$ cat src/rtl/elevator_ctrl_n.sv
// SCAN-order elevator car controller: latches floor calls, travels floor by floor
// with a per-floor travel timer, and holds the door open for a dwell period per stop.
module elevator_ctrl_n #(
    parameter int NUM_FLOORS    = 4,
    parameter int FLOOR_W       = 2,
    parameter int TRAVEL_CYCLES = 4,
    parameter int DOOR_CYCLES   = 3
) (
    input  logic                  clk,
    input  logic                  reset,
    input  logic                  req_valid,
    input  logic [FLOOR_W-1:0]    req_floor,
    output logic [FLOOR_W-1:0]    current_floor,
    output logic                  door_open,
    output logic                  moving,
    output logic                  dir_up,
    output logic                  arrive,
    output logic [NUM_FLOORS-1:0] pending
);

    localparam int TW = (TRAVEL_CYCLES > 1) ? $clog2(TRAVEL_CYCLES) : 1;
    localparam int DW = (DOOR_CYCLES > 1) ? $clog2(DOOR_CYCLES) : 1;
    localparam logic [TW-1:0]      TRAVEL_LOAD = TW'(TRAVEL_CYCLES - 1);
    localparam logic [DW-1:0]      DOOR_LOAD   = DW'(DOOR_CYCLES - 1);
    localparam logic [FLOOR_W-1:0] TOP_FLOOR   = FLOOR_W'(NUM_FLOORS - 1);
    localparam logic [FLOOR_W:0]   NF          = (FLOOR_W + 1)'(NUM_FLOORS);

    typedef enum logic [1:0] {IDLE, MOVE, DOOR_OPEN} state_t;

    state_t                  state_q, state_d;
    logic [FLOOR_W-1:0]      floor_q, floor_d;
    logic                    dir_q, dir_d;
    logic                    arrive_q, arrive_d;
    logic [NUM_FLOORS-1:0]   pending_q, pending_d;
    logic [TW-1:0]           travel_q, travel_d;
    logic [DW-1:0]           dwell_q, dwell_d;
    logic [NUM_FLOORS-1:0]   set_v, clr_v;
    logic [FLOOR_W-1:0]      nxt_floor;
    logic                    at_edge;

    function automatic logic [NUM_FLOORS-1:0] onehot(input logic [FLOOR_W-1:0] f);
        logic [NUM_FLOORS-1:0] r;
        r = '0;
        for (int i = 0; i < NUM_FLOORS; i++)
            if (int'(f) == i) r[i] = 1'b1;
        return r;
    endfunction

    // Any pending call strictly beyond floor f in the given direction.
    function automatic logic calls_ahead(input logic [NUM_FLOORS-1:0] p,
                                         input logic [FLOOR_W-1:0] f, input logic up);
        logic r;
        r = 1'b0;
        for (int i = 0; i < NUM_FLOORS; i++)
            if (p[i] && (up ? (i > int'(f)) : (i < int'(f)))) r = 1'b1;
        return r;
    endfunction

    always_comb begin
        state_d   = state_q;
        floor_d   = floor_q;
        dir_d     = dir_q;
        arrive_d  = 1'b0;
        travel_d  = travel_q;
        dwell_d   = dwell_q;
        clr_v     = '0;
        set_v     = '0;
        nxt_floor = dir_q ? floor_q + FLOOR_W'(1) : floor_q - FLOOR_W'(1);
        at_edge   = dir_q ? (floor_q == TOP_FLOOR) : (floor_q == '0);

        if (req_valid && ({1'b0, req_floor} < NF)) set_v = onehot(req_floor);

        unique case (state_q)
            IDLE: begin
                if (|(pending_q & onehot(floor_q))) begin
                    state_d = DOOR_OPEN;
                    clr_v   = onehot(floor_q);
                    dwell_d = DOOR_LOAD;
                end else if (calls_ahead(pending_q, floor_q, dir_q)) begin
                    state_d  = MOVE;
                    travel_d = TRAVEL_LOAD;
                end else if (calls_ahead(pending_q, floor_q, !dir_q)) begin
                    state_d  = MOVE;
                    dir_d    = !dir_q;
                    travel_d = TRAVEL_LOAD;
                end
            end
            MOVE: begin
                if (travel_q != '0) begin
                    travel_d = travel_q - TW'(1);
                end else if (at_edge) begin
                    state_d = IDLE;
                end else begin
                    floor_d  = nxt_floor;
                    arrive_d = 1'b1;
                    if (|(pending_q & onehot(nxt_floor))) begin
                        state_d = DOOR_OPEN;
                        clr_v   = onehot(nxt_floor);
                        dwell_d = DOOR_LOAD;
                    end else if (calls_ahead(pending_q, nxt_floor, dir_q)) begin
                        travel_d = TRAVEL_LOAD;
                    end else begin
                        state_d = IDLE;
                    end
                end
            end
            DOOR_OPEN: begin
                // A call for this floor while the door is open re-opens it instead of latching.
                clr_v = onehot(floor_q);
                if (req_valid && (req_floor == floor_q)) dwell_d = DOOR_LOAD;
                else if (dwell_q == '0)                  state_d = IDLE;
                else                                     dwell_d = dwell_q - DW'(1);
            end
            default: state_d = IDLE;
        endcase

        pending_d = (pending_q | set_v) & ~clr_v;
    end

    always_ff @(posedge clk) begin
        if (reset) begin
            state_q   <= IDLE;
            floor_q   <= '0;
            dir_q     <= 1'b1;
            arrive_q  <= 1'b0;
            pending_q <= '0;
            travel_q  <= '0;
            dwell_q   <= '0;
        end else begin
            state_q   <= state_d;
            floor_q   <= floor_d;
            dir_q     <= dir_d;
            arrive_q  <= arrive_d;
            pending_q <= pending_d;
            travel_q  <= travel_d;
            dwell_q   <= dwell_d;
        end
    end

    assign current_floor = floor_q;
    assign door_open     = (state_q == DOOR_OPEN);
    assign moving        = (state_q == MOVE);
    assign dir_up        = dir_q;
    assign arrive        = arrive_q;
    assign pending       = pending_q;

endmodule

$ cat config.mk
export PLATFORM = sky130hd
export DESIGN_NAME = elevator_ctrl_n
export DESIGN_NICKNAME = d
export VERILOG_FILES = /design/src/rtl/elevator_ctrl_n.sv
export SDC_FILE = /design/constraint.sdc
export NUM_CORES = 1
export LEC_CHECK = 0
export CAP_MARGIN = 20
export CORE_MARGIN = 5
export CORE_UTILIZATION = 52
export DETAILED_ROUTE_END_ITERATION = 12
export PLACE_DENSITY_LB_ADDON = 0.08
export SETUP_SLACK_MARGIN = 0.4
export SYNTH_ARGS = -nofsm -noshare
export SYNTH_HDL_FRONTEND = slang
export SYNTH_SLANG_ARGS = --single-unit
$ cat constraint.sdc
create_clock -name clk -period 3.1 [get_ports clk]
set_clock_uncertainty 0.15 [all_clocks]
set_input_delay 0.465 -clock clk [delete_from_list [all_inputs] [get_ports clk]]
set_output_delay 0.465 -clock clk [all_outputs]
set_load 0.05 [all_outputs]
==> results_dict.tcl <==
set metrics [dict create \
    status "finished clean" \
    cts_buffers 3 \
    die_x_um 53.8 \
    min_period_over_period 0.799 \
    rsz0062_at_grt "false" \
    timing.rr.end "travel_q[1]" \
    p_leak_uw 0.000463 \
    diodes 0 \
    reg2reg_slack_ns 0.62 \
    grt_usage 0.200 \
    clkSinkCount 14 \
    cts_hold_buffers 0 \
    crit_chain "inv_6 -> ha_1 -> a222oi_1 -> and2_2 -> o21a_1 -> o211ai_2 -> a2111oi_2" \
    p_total_uw 832 \
    start_kind "flip-flop" \
    relSlewSlack 0.643 \
    grt_max_degree 15 \
    coreArea_um2 1780 \
    clkSlewWorstSetupHoldPaths_ns 0.07 \
    multi_input_area_um2 649 \
    drt-pass1-iter-count 5 \
    ir_drop_v 0.000435 \
    route.detailed.drc 0 \
    cts-root-buf "clkbuf_4" \
    syn_to_final_growth_pct 18.0 \
    place.gp.congestion 0.935 \
    worst_slew_pin_slew_ns 0.534 \
    cts_resized 0 \
    crit_end "travel_q[1]" \
    area.sequential_um2 283 \
    cts.htree.levels 1 \
    setup_viol 0 \
    crit_path_end_kind "flip-flop" \
    power.density_nw_per_um2 708 \
    worstSetupPathType "reg2reg" \
    drt_iter0_drc 36 \
    seq_area_frac_synth 0.281 \
    clkLatencyLatePin_ns 0.29 \
    drtAntennaViolNets 0 \
    pre_cts_ws_ns 0.493 \
    fmax_mhz 404 \
    ys_warn_count 0 \
    post_cts_buffers 0 \
    synth-seq-cells 14 \
    wl_per_cell_um 15.2 \
    syn-num-nets 131 \
    nFillCells 145 \
    ios 15 \
    grt_pass1_vias 933 \
    report.final.hold_viol_count 0 \
    synth-async-reset-ratio 0 \
    fin_ws_ns 0.622 \
    layout_common_cells "clkdlybuf4s50_1 (13), dfxtp_1 (12), inv_1 (10)" \
    synth-edff-count 0 \
    grt_pass1_wl_um 4200 \
    crit_arrival_ns 2.50 \
    fp.dieH_um 53.8 \
    antenna_found_initial 0 \
    crit_path_top_delay_cell "dfxtp_2" \
    finalNetCount 147 \
    drive_above_1_share 0.106 \
    maxCapViolations 0 \
    grt_overflow 0 \
    avgSynthCellArea_um2 8.44 \
    rows 15 \
    finalSetupTns_ns 0 \
    post-route-min-period_ns 2.48 \
    via_per_inst 6.00 \
    wl_um 2380 \
    drv_slew 0 \
    min_path_type "reg2reg" \
    port_buffers 14 \
    hold_slack_ns 0.343 \
    initial_core_util 0.559 \
    cp_max_fo 11 \
    crit_start "current_floor[0]" \
    rr_worst_depth 7 \
    slowest_delay_ns 0.50 \
    tritoncts "yes" \
    synth.distinct_cells 44 \
    dieArea_um2 2890 \
    syn_area_um2 996 \
    dp_hpwl_um 1800 \
    required_ns 3.13 \
    layout_commonest_cell "clkdlybuf4s50_1" \
    clk_path_buf_depth 2 \
    syn_inst 118 \
    vias 942 \
    synthFlopType "dfxtp_1" \
    reg2reg_from "current_floor[0]" \
]
## power by group
part / internal, uW / switching, uW
Sequential: 220 / 49.3
Combinational: 178 / 281
Clock: 45.1 / 58.8
## worst min-delay path by stage
stage	slack [ns]	depth (start not counted)	start	endpoint
2_1_floorplan	0.31	2	travel_q[1]	travel_q[1]
3_3_place_gp	0.33	2	travel_q[1]	travel_q[1]
3_5_place_dp	0.33	2	travel_q[1]	travel_q[1]
4_1_cts	0.35	2	travel_q[1]	travel_q[1]
5_1_grt	0.37	2	travel_q[1]	travel_q[1]
6_report	0.34	2	travel_q[1]	travel_q[1]
## synth_stat cells (2+ instances only)
cell / instances / share of area
a221oi_1: 2 / 0.018
nand2_1: 7 / 0.026
nand2b_1: 3 / 0.019
ha_1: 8 / 0.10
o211ai_1: 2 / 0.015
nor2_1: 9 / 0.034
a211oi_1: 2 / 0.015
nor3b_1: 2 / 0.015
nand3_1: 2 / 0.010
nor2b_1: 3 / 0.019
o21ai_0: 2 / 0.010
a21boi_0: 2 / 0.015
dfxtp_1: 14 / 0.28
nor3_1: 4 / 0.020
a211o_1: 3 / 0.026
xnor2_1: 4 / 0.035
a21oi_1: 9 / 0.045
inv_1: 10 / 0.038
a31oi_1: 5 / 0.031
## through the flow
step,std cells,util,cell area [um2]
finish,157,0.659,1170
global route,157,0.659,1170
CTS,157,0.656,1170
detailed placement,154,0.644,1150
global placement,154,0.644,1150
floorplan,118,-,996
## cell families after synthesis
family,synth area share
buf+inv,0.0666
xor+xnor,0.0440
simple gates,0.182
compound gates,0.281
fa+ha+maj,0.101
mux,0.0440
flops,0.281
## layer usage
| layer | track usage | part of all wire | vias up |
|---|---|---|---|
| met5 | 0 | 0 | - |
| met4 | 0.0766 | 0.016 | 0 |
| met3 | 0.0637 | 0.072 | 4 |
| met2 | 0.317 | 0.49 | 34 |
| met1 | 0.251 | 0.42 | 440 |
| li1 | - | - | 464 |
## flip-flops by register name (all words and copies together) (netlist names)
register and flops:
pending 4, current_floor 2, dwell_q 2, state_q 2, travel_q 2, arrive 1, dir_up 1
## area by class of cell
type / instances / area share
timing repair buffer: 14 / 0.121
sequential: 14 / 0.241
inverter: 11 / 0.0394
multi-input combinational: 90 / 0.553
clock buffer: 3 / 0.0192
tap: 25 / 0.0266
## critical path: cells and delay by family (launching register included)
family,cells,cell delay [ns]
and+or+nand+nor,1,0.28
buffers and inverters,1,0.09
DFF,1,0.50
adders and majority gates,1,0.27
AOI/OAI and AO/OA,4,1.09
Power figures use the tool's default switching activity.
